### src/rtl/msg_buf.sv
// rtl/msg_buf.sv - word capture buffer with oldest-first replay on a valid/ready stream
module msg_buf #(
   parameter int DW    = 8,
   parameter int DEPTH = 16,
   parameter int WRAP  = 0
) (
   input  logic                       clk,
   input  logic                       rst_b,
   input  logic                       wr,
   input  logic [DW-1:0]              dat,
   input  logic                       clr,
   input  logic                       disp,
   output logic                       out_vld,
   output logic [DW-1:0]              out_dat,
   output logic                       out_last,
   input  logic                       out_rdy,
   output logic                       busy,
   output logic [$clog2(DEPTH):0]     cnt,
   output logic                       full,
   output logic                       ovf
);
   localparam int AW = $clog2(DEPTH);
   localparam int CW = AW + 1;
   localparam logic [CW-1:0] CNT_MAX = CW'(DEPTH);

   typedef enum logic {IDLE, DUMP} state_t;

   state_t        state, state_nxt;
   logic [DW-1:0] mem [DEPTH];
   logic [AW-1:0] wptr, base, rptr;
   logic [CW-1:0] remaining;
   logic          accept, wr_store, wr_lost, dump_start;

   assign full       = (cnt == CNT_MAX);
   assign accept     = (state == DUMP) && out_rdy;
   assign wr_store   = (state == IDLE) && !clr && wr && (!full || (WRAP != 0));
   // Any write that does not land cleanly (dropped, overwriting, or during a dump) is an overflow
   assign wr_lost    = !clr && wr && ((state == DUMP) || full);
   assign dump_start = (state == IDLE) && !clr && disp && !wr && (cnt != '0);

   always_ff @(posedge clk or negedge rst_b) begin
      if (!rst_b) state <= IDLE;
      else        state <= state_nxt;
   end

   always_comb begin
      state_nxt = state;
      case (state)
         IDLE: if (dump_start) state_nxt = DUMP;
         DUMP: if (clr || (accept && remaining == CW'(1))) state_nxt = IDLE;
         default: state_nxt = IDLE;
      endcase
   end

   always_comb begin
      out_vld  = (state == DUMP);
      busy     = (state == DUMP);
      out_last = (state == DUMP) && (remaining == CW'(1));
      out_dat  = (state == DUMP) ? mem[rptr] : '0;
   end

   always_ff @(posedge clk or negedge rst_b) begin
      if (!rst_b) begin
         wptr      <= '0;
         base      <= '0;
         rptr      <= '0;
         remaining <= '0;
         cnt       <= '0;
         ovf       <= 1'b0;
      end else if (clr) begin
         wptr <= '0;
         base <= '0;
         cnt  <= '0;
         ovf  <= 1'b0;
      end else begin
         if (wr_store) begin
            wptr <= wptr + AW'(1);
            if (full) base <= base + AW'(1);
            else      cnt  <= cnt + CW'(1);
         end
         if (wr_lost) ovf <= 1'b1;
         if (dump_start) begin
            rptr      <= base;
            remaining <= cnt;
         end else if (accept) begin
            rptr      <= rptr + AW'(1);
            remaining <= remaining - CW'(1);
         end
      end
   end

   // Storage is left unreset; only entries below cnt are ever replayed
   always_ff @(posedge clk) begin
      if (wr_store) mem[wptr] <= dat;
   end
endmodule

### config.mk
export PLATFORM = sky130hd
export DESIGN_NAME = msg_buf
export DESIGN_NICKNAME = d
export VERILOG_FILES = /design/src/rtl/msg_buf.sv
export SDC_FILE = /design/constraint.sdc
export NUM_CORES = 1
export LEC_CHECK = 0
export ABC_AREA = 1
export ABC_CLOCK_PERIOD_IN_PS = 6700
export CAP_MARGIN = 10
export CELL_PAD_IN_SITES_DETAIL_PLACEMENT = 0
export CELL_PAD_IN_SITES_GLOBAL_PLACEMENT = 1
export CORE_ASPECT_RATIO = 0.9
export CORE_MARGIN = 4
export CORE_UTILIZATION = 40
export CTS_CLUSTER_SIZE = 40
export DETAILED_ROUTE_END_ITERATION = 7
export GPL_TIMING_DRIVEN = 0
export PLACE_DENSITY_LB_ADDON = 0.1
export SYNTH_ARGS = -nofsm -noshare
export SYNTH_HDL_FRONTEND = slang
export SYNTH_SLANG_ARGS = --single-unit
### constraint.sdc
create_clock -name clk -period 6.7 [get_ports clk]
set_clock_uncertainty 0.2 [all_clocks]
set_input_delay 2.01 -clock clk [delete_from_list [all_inputs] [get_ports clk]]
set_output_delay 2.01 -clock clk [all_outputs]
set_load 0.01 [all_outputs]
# After elaboration in Yosys (flattened, before gate mapping)

Memory sizes are Yosys's and may differ from the RTL's.
Index checks and enable logic that the tools add are counted.

Bits in registers: 24
Latch bits: 0
RAM bits: 128
Bits in read-only memories: 0
Input bits: 14
Memories: 1

Memory list:

| name | depth | bits a word | read ports | clocked after Yosys merged registers in | wr ports | line | RTL |
|---|---|---|---|---|---|---|---|
| mem  | 16    | 8           | 1          | 0                                       | 1        | 29   | `logic [DW-1:0] mem [DEPTH];` |

Add/subtract/negate cells: 5
$mul: 0
Div/mod/pow operators: 0
Order comparisons: 0
Equality and inequality tests: 3
Shift operators: 0
Multiplexer cells: 20
Bitwise operators: 2
Reduce and logical (&&, ||, !) cells: 24

Operator list:

| operator                                                           | number |
|---|---|
| 4-bit 2-to-1 mux                                                   | 7 |
| 5-bit 2-to-1 mux                                                   | 5 |
| 4-bit by 1-bit adder with 4-bit output, second input constant      | 3 |
| 1-bit logical AND                                                  | 11 |
| 8-bit 2-to-1 mux                                                   | 1 |
| 2-bit nonzero test                                                 | 4 |
| 1-bit 2-to-1 mux                                                   | 6 |
| 2-bit AND reduction                                                | 3 |
| 5-bit by 1-bit adder with 5-bit output, second input constant      | 1 |
| 5-bit by 1-bit == test with 1-bit output, second input constant    | 1 |
| 5-bit == test, second input constant                               | 1 |
| 5-bit nonzero test                                                 | 1 |
| 5-bit by 1-bit subtractor with 5-bit output, second input constant | 1 |
| 1-bit logical NOT                                                  | 3 |
| 1-bit logical OR                                                   | 2 |
| 2-bit inequality test, second input constant                       | 1 |
| 1-bit NOT                                                          | 2 |
| 1-bit case mux with 2 select lines                                 | 1 |

# Depth between registers and ports, before layout

Gate-level depths: netlist (run 1).

Depth after elaboration: 7
Depth in mapped cells: 10
Depth with buffers taken out: 9

# Worst setup path before layout (run 1)

Ideal clock, no wire load.

Path kind: register to output
Start point: register rptr[0]
End point: output port out_dat[4]
Arrival time: 1.269 ns
Path slack: 3.221 ns
Stages on the path, launching flop included: 10
Path buffers: 2
Path through: dfrtp_1 > inv_2 > buf_2 > buf_2 > nand2_1 > nand2_1 > nand2_1 > nand3_1 > nand3_1 > a21oi_1

Cells in the longest elaborated chain, start to end: 2

Ends and longest elaborated chain:

| what                   | line | RTL |
|---|---|---|
| start, declared        | 30   | `logic [AW-1:0] wptr, base, rptr;` |
| start signal, assigned | 83   | `rptr <= base;` |
| start signal, assigned | 86   | `rptr <= rptr + AW'(1);` |
| memory 16 x 8 bit      | --   |  |
| 8-bit 2-to-1 mux       | 59   | `out_dat = (state == DUMP) ? mem[rptr] : '0;` |
| end, declared          | 14   | `output logic [DW-1:0] out_dat,` |

No other way between the ends.

# Final worst setup path (run 1)

Start point: register rptr[1]
End point: output port out_dat[5]

Same word-level chain as after synthesis.

==> results.md, run 1 <==
- Status: finished, final reports clean
- Gr ovfl total: 0
- Initial Utilization: 0.407
- Top post-synthesis cells by area: edfxtp_1, nand2_1, dfrtp_1, nand3_1, inv_1
- Synth Register Bits: 152
- Chip Width: 146 µm
- Chip height: 132 µm
- Ratio of cells with drive above 1 in the final layout: 0.0817
- Vias in the first global route: 4,593
- Worst hold path class: register to register
- Grt met3 use: 0.0533
- Final setup viols: 0
- Number of I/O port buffers: 30
- Worst-path fanout max: 10
- Largest net degree at the start of global routing: 25
- TNS Setup: 0 ps
- VDD IR max: 204 µV
- Async SR Flop Fraction: 0.158
- Total wire length: 18,000 µm
- Top-Level Pins: 32
- Clk root buf: clkbuf_16
- Synth Instances: 696
- Initial antenna violation count: 0
- Post CTS Setup Buffer Count: 0
- Clock buffer count from CTS: 17
- Via density: 4.94
- Post-synth top area share: 0.559
- Post-Layout Cell Count: 970
- Clock transition at the registers of the reported paths: 60 ps
- Layer with the highest usage: met1
- Final worst-path cycle share: 0.750
- GR Layer Usage met1: 0.291
- Drt first pass iters: 5
- Top cells by count, synth: nand2_1, edfxtp_1, nand3_1
- Routability-driven placement congestion ratio: 0.873
- Top_reg_cell synth: edfxtp_1
- Leak: 0.00343 µW
- Yosys cell types: 26
- CTS tree: built
- Row Count: 45
- Sequential share of the synthesized area: 0.647
- Syn Nets: 719
- Crit. End Element: output pin
- Initial DRC Count: 419
- Fmax: 199 MHz
- H-Tree Depth: 4
- Ys Warns: 0
- Area of the core: 0.0169 mm²
- Worst-skew pair later-pin latency: 420 ps
- Max-cap violations: 0
- Area Growth Syn to Fin: 17.1%
- Worst Setup Start Kind: register
- Min cycle time layout: 5030 ps
- First-pass GRT wire length: 27,600 µm
- Synthesized area: 0.00687 mm²
- Cell with the most instances after synthesis: nand2_1
- Number of synthesized flops with an enable pin: 128
- Crit path kind: register to output pin
- Final ANT Viol Nets: 0
- RSZ-0062 raised after global routing: no
- Fillers: 1,562
- Syn_area_per_cell: 9.88 µm²
- GRT Total Usage: 0.193
- Full die area: 0.0193 mm²
- Final Slew Violations: 0
- Antenna cell count: 0
- Routed WL per cell: 18.6 µm
- Slew margin rel.: 0.356
- Hpwl dp: 12,500 µm
- CP Data Arrival Time: 2820 ps
- Placed cells: 937
- Final Hold Vio Count: 0
- Clk buf depth: 2
- Post-CTS Hold Buffers: 0
- CTS resizes: 0
- Top cell type by total area after synthesis: edfxtp_1
- CTS sink cnt: 152
- PwrDens: 372 mW/mm²
- Vias: 4,791
- CP required: 4490 ps
- Final nets: 769
- DRC: 0
- Worst-margin pin slew: 962 ps
- GR met2 Demand/Resource: 0.274
## metal layers
layer | vias up | routed length [µm]
li1 | 2358 | -
met1 | 2276 | 8910
met4 | 0 | 218
met3 | 18 | 1140
met2 | 139 | 7770
met5 | - | 0
## cell usage in the layout (no fill, tap or decap)
cell and n:
clkbuf_8 1, clkinv_1 3, xnor2_1 1, nand4_1 4, buf_6 2, nor2_1 27, inv_1 87, xor2_1 8
nand2_4 1, o21ai_1 4, a21oi_4 1, buf_1 4, buf_16 1, nand3_4 1, bufinv_16 3, buf_4 2
nand3_2 1, clkdlybuf4s50_1 30, buf_2 21, a21oi_1 9, inv_2 3, nand2_1 243, dfrtp_1 24, ha_1 9
o21ai_0 13, nor2_4 1, edfxtp_1 128, clkinv_2 5, clkbuf_1 7, nand3_1 96, clkbuf_16 17, inv_6 2
## sequential cells by signal (all words and copies together), names as in the netlist
name       flops
cnt            5
base           4
rptr           4
busy           1
wptr           4
remaining      5
ovf            1
mem          128
## cell families after synthesis
kind of cell	after synthesis	synth area share
AOI/OAI and AO/OA	27	0.0213
xor gates and xnor gates	9	0.0115
adders and majority gates	9	0.0164
buffers and inverters	125	0.0761
DFF	152	0.647
and+or+nand+nor	374	0.228
## power breakdown
part           internal (µW)  switching (µW)  total (µW)
combinational            288             661         949
sequential              1060            25.4        1090
clock                    592             361         952
total                   1940            1050        2990
## area by class of cell
| cell class | count | area, µm² | area share |
|---|---|---|---|
| buffer | 32 | 169 | 0.0210 |
| clock buffer | 22 | 454 | 0.0564 |
| clock inverter | 10 | 128 | 0.0159 |
| inverter | 93 | 354 | 0.0440 |
| multi-input combinational | 419 | 1910 | 0.237 |
| sequential | 152 | 4440 | 0.552 |
| tap | 211 | 264 | 0.0328 |
| timing repair buffer | 31 | 328 | 0.0407 |
## metrics by stage
step / instance area (µm²) / power, µW / util / hold WS [ps] / setup slack [ps]
4_1_cts: 8020 / 3000 / 0.475 / 278 / 1630
3_5_place_dp: 7440 / 2050 / 0.440 / 264 / 2090
2_1_floorplan: 6870 / 1710 / - / 243 / 3220
6_report: 8050 / 2990 / 0.476 / 278 / 1670
3_3_place_gp: 7440 / 2040 / 0.440 / 252 / 2110
5_1_grt: 8050 / 3160 / 0.476 / 293 / 1520
## path summary, 6_finish.rpt
path	start	end	slack, ps	depth (start not counted)
max	rptr[1]$_DFFE_PN0P_	out_dat[5]	1670	7
min	base[2]$_DFFE_PN0P_	base[2]$_DFFE_PN0P_	280	2
min in group asynchronous	rst_b	busy$_DFF_PN0_	1670	1
min reg2reg	base[2]$_DFFE_PN0P_	base[2]$_DFFE_PN0P_	280	2
max reg2reg	cnt[0]$_DFFE_PN0P_	mem[3][7]$_DFFE_PP_	3870	9
max in group asynchronous	rst_b	cnt[4]$_DFFE_PN0P_	4210	2
## worst max-delay path: stages, from the launching register on
cell and delay, ps:
dfrtp_1 340, buf_2 230, buf_1 520, nand3_1 260, nand3_1 170, nand3_1 80, a21oi_1 220, clkdlybuf4s50_1 580
(Power assumes the default switching activity.)
==> run 2: changes to the inputs <==
--- a/config.mk
+++ b/config.mk
@@ -6,7 +6,7 @@
 export NUM_CORES = 1
 export LEC_CHECK = 0
 export ABC_AREA = 1
-export ABC_CLOCK_PERIOD_IN_PS = 6700
+export ABC_CLOCK_PERIOD_IN_PS = 4300
 export CAP_MARGIN = 10
 export CELL_PAD_IN_SITES_DETAIL_PLACEMENT = 0
 export CELL_PAD_IN_SITES_GLOBAL_PLACEMENT = 1
==> constraint.sdc (replaced) <==
create_clock -name clk -period 4.3 [get_ports clk]
set_clock_uncertainty 0.2 [all_clocks]
set_input_delay 1.29 -clock clk [delete_from_list [all_inputs] [get_ports clk]]
set_output_delay 1.29 -clock clk [all_outputs]
set_load 0.01 [all_outputs]
==> run 2 against run 1 <==
Compared with the run above:
- power is 56% higher
- worst setup slack worse by 1500 ps
- core utilization is 0.096 points higher
- first-iteration DRC count is 0.48% higher
- final cell count stayed put
- combinational power is 57% higher
- clock power is 55% higher
- design area is 0.20% higher
- non-clock buffer count stayed put
- via count hardly changed
- sequential share of layout area is 0.11 points lower
- global-route usage stayed put
==> results.md, run 2 (same netlist as run 1, synthesis figures left out) <==
- Hpwl dp: 12,500 µm (unchanged)
- Finished layout cell area: 0.00806 mm² (was 0.00805 mm²)
- Initial DRC Count: 421 (was 419)
- Status: finished, final reports clean (unchanged)
- DRC: 0 (unchanged)
- CTS sink cnt: 152 (unchanged)
- DP Area: 0.00744 mm² (unchanged)
- Switching power total: 1630 µW (was 1050 µW)
- Reg with most FFs: mem (unchanged)
- Worst-path fanout max: 10 (unchanged)
- Clk root buf: clkbuf_16 (unchanged)
- Power, Total: 4670 µW (was 2990 µW)
- Worst-skew pair later-pin latency: 420 ps (about the same)
- Worst Setup Start Kind: register (unchanged)
- Net Sw Frac: 0.349 (was 0.350)
- Final Hold Vio Count: 0 (unchanged)
- Int Pwr: 3040 µW (was 1940 µW)
- Largest regs: mem: 128 flops, cnt: 5 flops, remaining: 5 flops (unchanged)
- Crit path kind: register to output pin (unchanged)
- Flop pwr share: 0.364 (about the same)
- RSZ-0062 raised after global routing: no (unchanged)
- Sequential cell area: 0.00444 mm² (unchanged)
- Clock power frac: 0.317 (was 0.318)
- Leak: 0.00344 µW (was 0.00343 µW)
- Row Count: 45 (unchanged)
- Ratio of cells with drive above 1 in the final layout: 0.0870 (was 0.0817)
- Final ANT Viol Nets: 0 (unchanged)
- Largest net degree at the start of global routing: 25 (unchanged)
- Clock transition at the registers of the reported paths: 60 ps (about the same)
- CTS tree: built (unchanged)
- Gr ovfl total: 0 (unchanged)
- Multi-input gate area: 0.00191 mm² (unchanged)
- Slew margin rel.: 0.355 (was 0.356)
- Placed cells: 937 (unchanged)
- Worst hold path class: register to register (unchanged)
- Final setup viols: 0 (unchanged)
- Crit. End Element: output pin (unchanged)
- Clk buf depth: 2 (unchanged)
- Chip Width: 146 µm (unchanged)
- Full die area: 0.0193 mm² (unchanged)
- Clock buffer count from CTS: 17 (unchanged)
- Via density: 4.94 (about the same)
- Routability-driven placement congestion ratio: 0.873 (unchanged)
- Max reg flops: 128 (unchanged)
- PwrDens: 579 mW/mm² (was 372 mW/mm²)
- Vias in the first global route: 4,593 (unchanged)
- VDD IR max: 317 µV (was 204 µV)
- Post CTS Setup Buffer Count: 0 (unchanged)
- Area of the core: 0.0169 mm² (unchanged)
- Post-Layout Cell Count: 970 (unchanged)
- Most frequent cells in the layout: nand2_1, edfxtp_1, nand3_1 (unchanged)
- Area Growth Syn to Fin: 17.3% (was 17.1%)
- Fillers: 1,560 (was 1,562)
- Placement Setup Slack: 408 ps (was 2090 ps)
- Final Slew Violations: 0 (unchanged)
- Vias: 4,788 (was 4,791)
- Worst-margin pin slew: 963 ps (was 962 ps)
- First-pass GRT wire length: 27,600 µm (unchanged)
- CP required: 2810 ps (was 4490 ps)
- Worst setup margin: 162 ps (was 1670 ps)
- Initial antenna violation count: 0 (unchanged)
- Final nets: 769 (unchanged)
- Antenna cell count: 0 (unchanged)
- GRT Total Usage: 0.193 (unchanged)
- Fmax: 242 MHz
- Routed WL per cell: 18.5 µm (was 18.6 µm)
- Initial Utilization: 0.407 (unchanged)
- CP Data Arrival Time: 2650 ps (was 2820 ps)
- Chip height: 132 µm (unchanged)
- Top-Level Pins: 32 (unchanged)
- H-Tree Depth: 4 (unchanged)
- TNS Setup: 0 ps (unchanged)
- Drt first pass iters: 5 (unchanged)
- Most common cell after layout, fill and taps aside: nand2_1 (unchanged)
- Logic pwr share: 0.319 (was 0.317)
- Min cycle time layout: 4140 ps
- Total wire length: 18,000 µm (about the same)
- Number of I/O port buffers: 30 (unchanged)
- Final worst-path cycle share: 0.962
- Max-cap violations: 0 (unchanged)
==> run 2: cell count changes in the layout (fill, tap and decap cells not counted), sizes merged <==
cell	change
clkinvlp	+1
clkinv	-1
buf	-2
clkbuf	+2
==> run 2: what timing repair did <==
action                                  in CTS  in global routing
pin swaps                                    0                  0
gates resized for setup                      1                  8
endpoints found under the setup margin       3                  5
hold buffers                                 0                  0
endpoints found under the hold margin        0                  0
==> run 2: layout make-up <==
class,count,share of cell area
tap,211,0.0327
timing repair buffer,31,0.0407
multi-input combinational,419,0.236
inverter,93,0.0444
buffer,32,0.0225
clock inverter,10,0.0158
clock buffer,22,0.0563
sequential,152,0.551
==> run 2: power groups by stage <==
stage | Combinational [µW] | Clock, µW | Sequential (µW)
2_1_floorplan | 941 | 0 | 1720
3_3_place_gp | 1460 | 0 | 1730
3_5_place_dp | 1460 | 0 | 1730
4_1_cts | 1470 | 1500 | 1700
5_1_grt | 1670 | 1560 | 1710
6_report | 1490 | 1480 | 1700
==> run 2: routing by layer <==
| layer | vias to the layer above | global-route usage | share of wire |
|---|---|---|---|
| li1 | 2357 | - | - |
| met1 | 2280 | 0.291 | 0.49 |
| met2 | 131 | 0.274 | 0.43 |
| met3 | 20 | 0.0533 | 0.064 |
| met4 | 0 | 0.0486 | 0.013 |
| met5 | - | 0 | 0 |
==> run 2: worst max-delay path, cell delays in order (launching register included) <==
cell and delay, ps:
dfrtp_1 310, buf_2 250, clkinvlp_4 270, buf_2 260, nand3_1 210, nand3_1 100, a21oi_1 230, clkdlybuf4s50_1 590
==> run 2: final timing paths <==
path | start | endpoint | cells after the start | slack [ps]
max | rptr[2]$_DFFE_PN0P_ | out_dat[2] | 7 | 160
min | base[2]$_DFFE_PN0P_ | base[2]$_DFFE_PN0P_ | 2 | 280
max reg2reg | cnt[0]$_DFFE_PN0P_ | mem[3][7]$_DFFE_PP_ | 9 | 1470
min reg2reg | base[2]$_DFFE_PN0P_ | base[2]$_DFFE_PN0P_ | 2 | 280
max in group asynchronous | rst_b | cnt[4]$_DFFE_PN0P_ | 2 | 2530
min in group asynchronous | rst_b | busy$_DFF_PN0_ | 1 | 950
==> run 2: metrics by stage <==
step | util | hold slack, ps
after detailed placement | 0.440 | 264
after global routing | 0.477 | 293
final | 0.477 | 278
after CTS | 0.475 | 278
after global placement | 0.440 | 252
after floorplan | - | 243
==> run 3: changes to the inputs <==
--- a/config.mk
+++ b/config.mk
@@ -11,11 +11,10 @@
 export CELL_PAD_IN_SITES_DETAIL_PLACEMENT = 0
 export CELL_PAD_IN_SITES_GLOBAL_PLACEMENT = 1
 export CORE_ASPECT_RATIO = 0.9
-export CORE_MARGIN = 4
+export CORE_MARGIN = 2
 export CORE_UTILIZATION = 40
 export CTS_CLUSTER_SIZE = 40
 export DETAILED_ROUTE_END_ITERATION = 7
-export GPL_TIMING_DRIVEN = 0
 export PLACE_DENSITY_LB_ADDON = 0.1
 export SYNTH_ARGS = -nofsm -noshare
 export SYNTH_HDL_FRONTEND = slang
==> run 3 against run 2 <==
Compared with the run above:
- sequential share of layout area is 0.053 points lower
- sequential power hardly changed
- routed wire length is 5.8% lower
- critical path depth is 2 higher
- combinational power is 11% lower
- final cell count is 1.2% lower
- via count is 0.58% lower
- global-route usage is 0.65 points higher
- sequential cell count stayed put
- power is 2.3% lower
- critical endpoint is now out_dat[1]
- largest cell class unchanged
==> results.md, run 3 (same netlist as run 1, synthesis figures left out) <==
- Status: finished, final reports clean (unchanged)
- VDD IR max: 345 µV (was 317 µV)
- Crit path kind: register to output pin (unchanged)
- Net Sw Frac: 0.338 (was 0.349)
- Fillers: 1,540 (was 1,560)
- Top-Level Pins: 32 (unchanged)
- Number of I/O port buffers: 31 (was 30)
- First-pass GRT wire length: 26,600 µm (was 27,600 µm)
- Clk root buf: clkbuf_16 (unchanged)
- Vias in the first global route: 4,616 (was 4,593)
- Crit-path cells: inv_2 > buf_12 > nand2_1 > nand2_1 > nand2_1 > nand3_1 > nand3_1 > a21oi_1 > clkdlybuf4s50_1 (was buf_2 > clkinvlp_4 > buf_2 > nand3_1 > nand3_1 > a21oi_1 > clkdlybuf4s50_1)
- Reg2reg start: cnt[0]$_DFFE_PN0P_ (unchanged)
- Final core occ: 0.480 (was 0.477)
- Initial Utilization: 0.408 (was 0.407)
- Drt first pass iters: 5 (unchanged)
- Area Growth Syn to Fin: 17.5% (was 17.3%)
- Setup crit start: rptr[0]$_DFFE_PN0P_ (was rptr[2]$_DFFE_PN0P_)
- Initial antenna violation count: 0 (unchanged)
- Chip height: 128 µm (was 132 µm)
- CP required: 2810 ps (about the same)
- Crit. End Element: output pin (unchanged)
- Multi-input gate area: 0.00191 mm² (unchanged)
- Row Count: 45 (unchanged)
- Most frequent cells in the layout: nand2_1, edfxtp_1, nand3_1 (unchanged)
- Worst hold slack: 279 ps (was 278 ps)
- DRC: 0 (unchanged)
- Worst-skew pair later-pin latency: 420 ps (about the same)
- Sequential cell area: 0.00445 mm² (was 0.00444 mm²)
- Slew margin rel.: 0.404 (was 0.355)
- Hold path cells: 2 (unchanged)
- CP Data Arrival Time: 2670 ps (was 2650 ps)
- Flop pwr share: 0.375 (was 0.364)
- PwrDens: 565 mW/mm² (was 579 mW/mm²)
- Routed WL per cell: 17.7 µm (was 18.5 µm)
- Clock buffer count from CTS: 17 (unchanged)
- Switching power total: 1540 µW (was 1630 µW)
- Slowest cell delay on critical path: 560 ps (was 590 ps)
- FF-to-FF path depth: 9 (unchanged)
- Max reg flops: 128 (unchanged)
- Hpwl dp: 11,100 µm (was 12,500 µm)
- Full die area: 0.0183 mm² (was 0.0193 mm²)
- Placed cells: 926 (was 937)
- Clk buf depth: 2 (unchanged)
- Final Slew Violations: 0 (unchanged)
- Clock transition at the registers of the reported paths: 60 ps (about the same)
- Placement Setup Slack: 604 ps (was 408 ps)
- Most common cell after layout, fill and taps aside: nand2_1 (unchanged)
- Min cycle time layout: 4160 ps (was 4140 ps)
- TNS Setup: 0 ps (unchanged)
- Slowest-stage cell, CP: clkdlybuf4s50_1 (unchanged)
- Logic pwr share: 0.288 (was 0.319)
- Final ANT Viol Nets: 0 (unchanged)
- HP Start: base[3]$_DFFE_PN0P_ (was base[2]$_DFFE_PN0P_)
- Clock power frac: 0.337 (was 0.317)
- Vias: 4,760 (was 4,788)
- Largest regs: mem: 128 flops, cnt: 5 flops, remaining: 5 flops (unchanged)
- CTS sink cnt: 152 (unchanged)
- Int Pwr: 3020 µW (was 3040 µW)
- H-Tree Depth: 4 (unchanged)
- Leak: 0.00343 µW (was 0.00344 µW)
- Fmax: 240 MHz (was 242 MHz)
- Routability-driven placement congestion ratio: 0.875 (was 0.873)
- Total wire length: 16,900 µm (was 18,000 µm)
- Worst-path fanout max: 50 (was 10)
- Reg with most FFs: mem (unchanged)
- Worst Setup Start Kind: register (unchanged)
- Largest net degree at the start of global routing: 67 (was 25)
- GRT Total Usage: 0.199 (was 0.193)
- Initial DRC Count: 364 (was 421)
- Gr ovfl total: 0 (unchanged)
- Worst setup margin: 140 ps (was 162 ps)
- RSZ-0062 raised after global routing: no (unchanged)
- Final setup viols: 0 (unchanged)
- Final nets: 757 (was 769)
- Worst-margin pin slew: 891 ps (was 963 ps)
- Crit-path most repeated cell: nand2_1
- Area of the core: 0.0168 mm² (was 0.0169 mm²)
- Max-cap violations: 0 (unchanged)
- Ratio of cells with drive above 1 in the final layout: 0.0817 (was 0.0870)
- Final worst-path cycle share: 0.967 (was 0.962)
- Antenna cell count: 0 (unchanged)
- CTS tree: built (unchanged)
- Post-Layout Cell Count: 958 (was 970)
- Chip Width: 142 µm (was 146 µm)
- Setup slack, reg-to-reg: 1550 ps (was 1470 ps)
- Worst hold path class: register to register (unchanged)
- Final Hold Vio Count: 0 (unchanged)
- Post-CTS Hold Buffers: 0 (unchanged)
- Via density: 4.97 (was 4.94)
run 3: metal layers:
layer  vias to the layer above  wire length (µm)  global-route usage
met3                        20               815              0.0398
li1                       2327                 -                   -
met1                      2301              8340               0.294
met5                         -                 0                   0
met2                       112              7520               0.296
met4                         0               252              0.0653
run 3: worst paths after layout:
kind,end
worst max-delay path,out_dat[1]
worst min-delay path,base[3]$_DFFE_PN0P_
worst max register to register,mem[9][5]$_DFFE_PP_
worst min register to register,base[3]$_DFFE_PN0P_
max in group asynchronous,rptr[0]$_DFFE_PN0P_
min in group asynchronous,remaining[2]$_DFFE_PN0P_
run 3: through the flow:
stage	cell area (µm²)	total power, µW
floorplan	6870	2660
global placement	7460	3050
detailed placement	7460	3060
CTS	8070	4600
global route	8070	4850
finish	8070	4560
run 3: layout make-up:
| class | instances | area share |
|---|---|---|
| Clock buffer | 19 | 0.0549 |
| Inverter | 93 | 0.0439 |
| Multi-Input combinational cell | 419 | 0.236 |
| Clock inverter | 13 | 0.0212 |
| Tap cell | 211 | 0.0327 |
| Sequential cell | 152 | 0.551 |
| Timing Repair Buffer | 51 | 0.0606 |
run 3: what timing repair did:
action                                  in CTS  in global routing
resized for setup                            0                  1
setup buffers                                0                  0
endpoints found under the hold margin        0                  0
endpoints found under the setup margin       0                  2
run 3: critical path: cells and delay by family, from the launching register on:
kind / cells / cell delay (ps)
compound gates: 1 / 180
buf+inv: 3 / 1100
flops: 1 / 420
simple gates: 5 / 530
run 3: power groups by stage:
stage	registers, µW	logic (µW)	clock network (µW)
4_1_cts	1710	1330	1570
5_1_grt	1720	1500	1640
2_1_floorplan	1720	941	0
3_5_place_dp	1740	1320	0
6_report	1710	1320	1540
3_3_place_gp	1740	1320	0
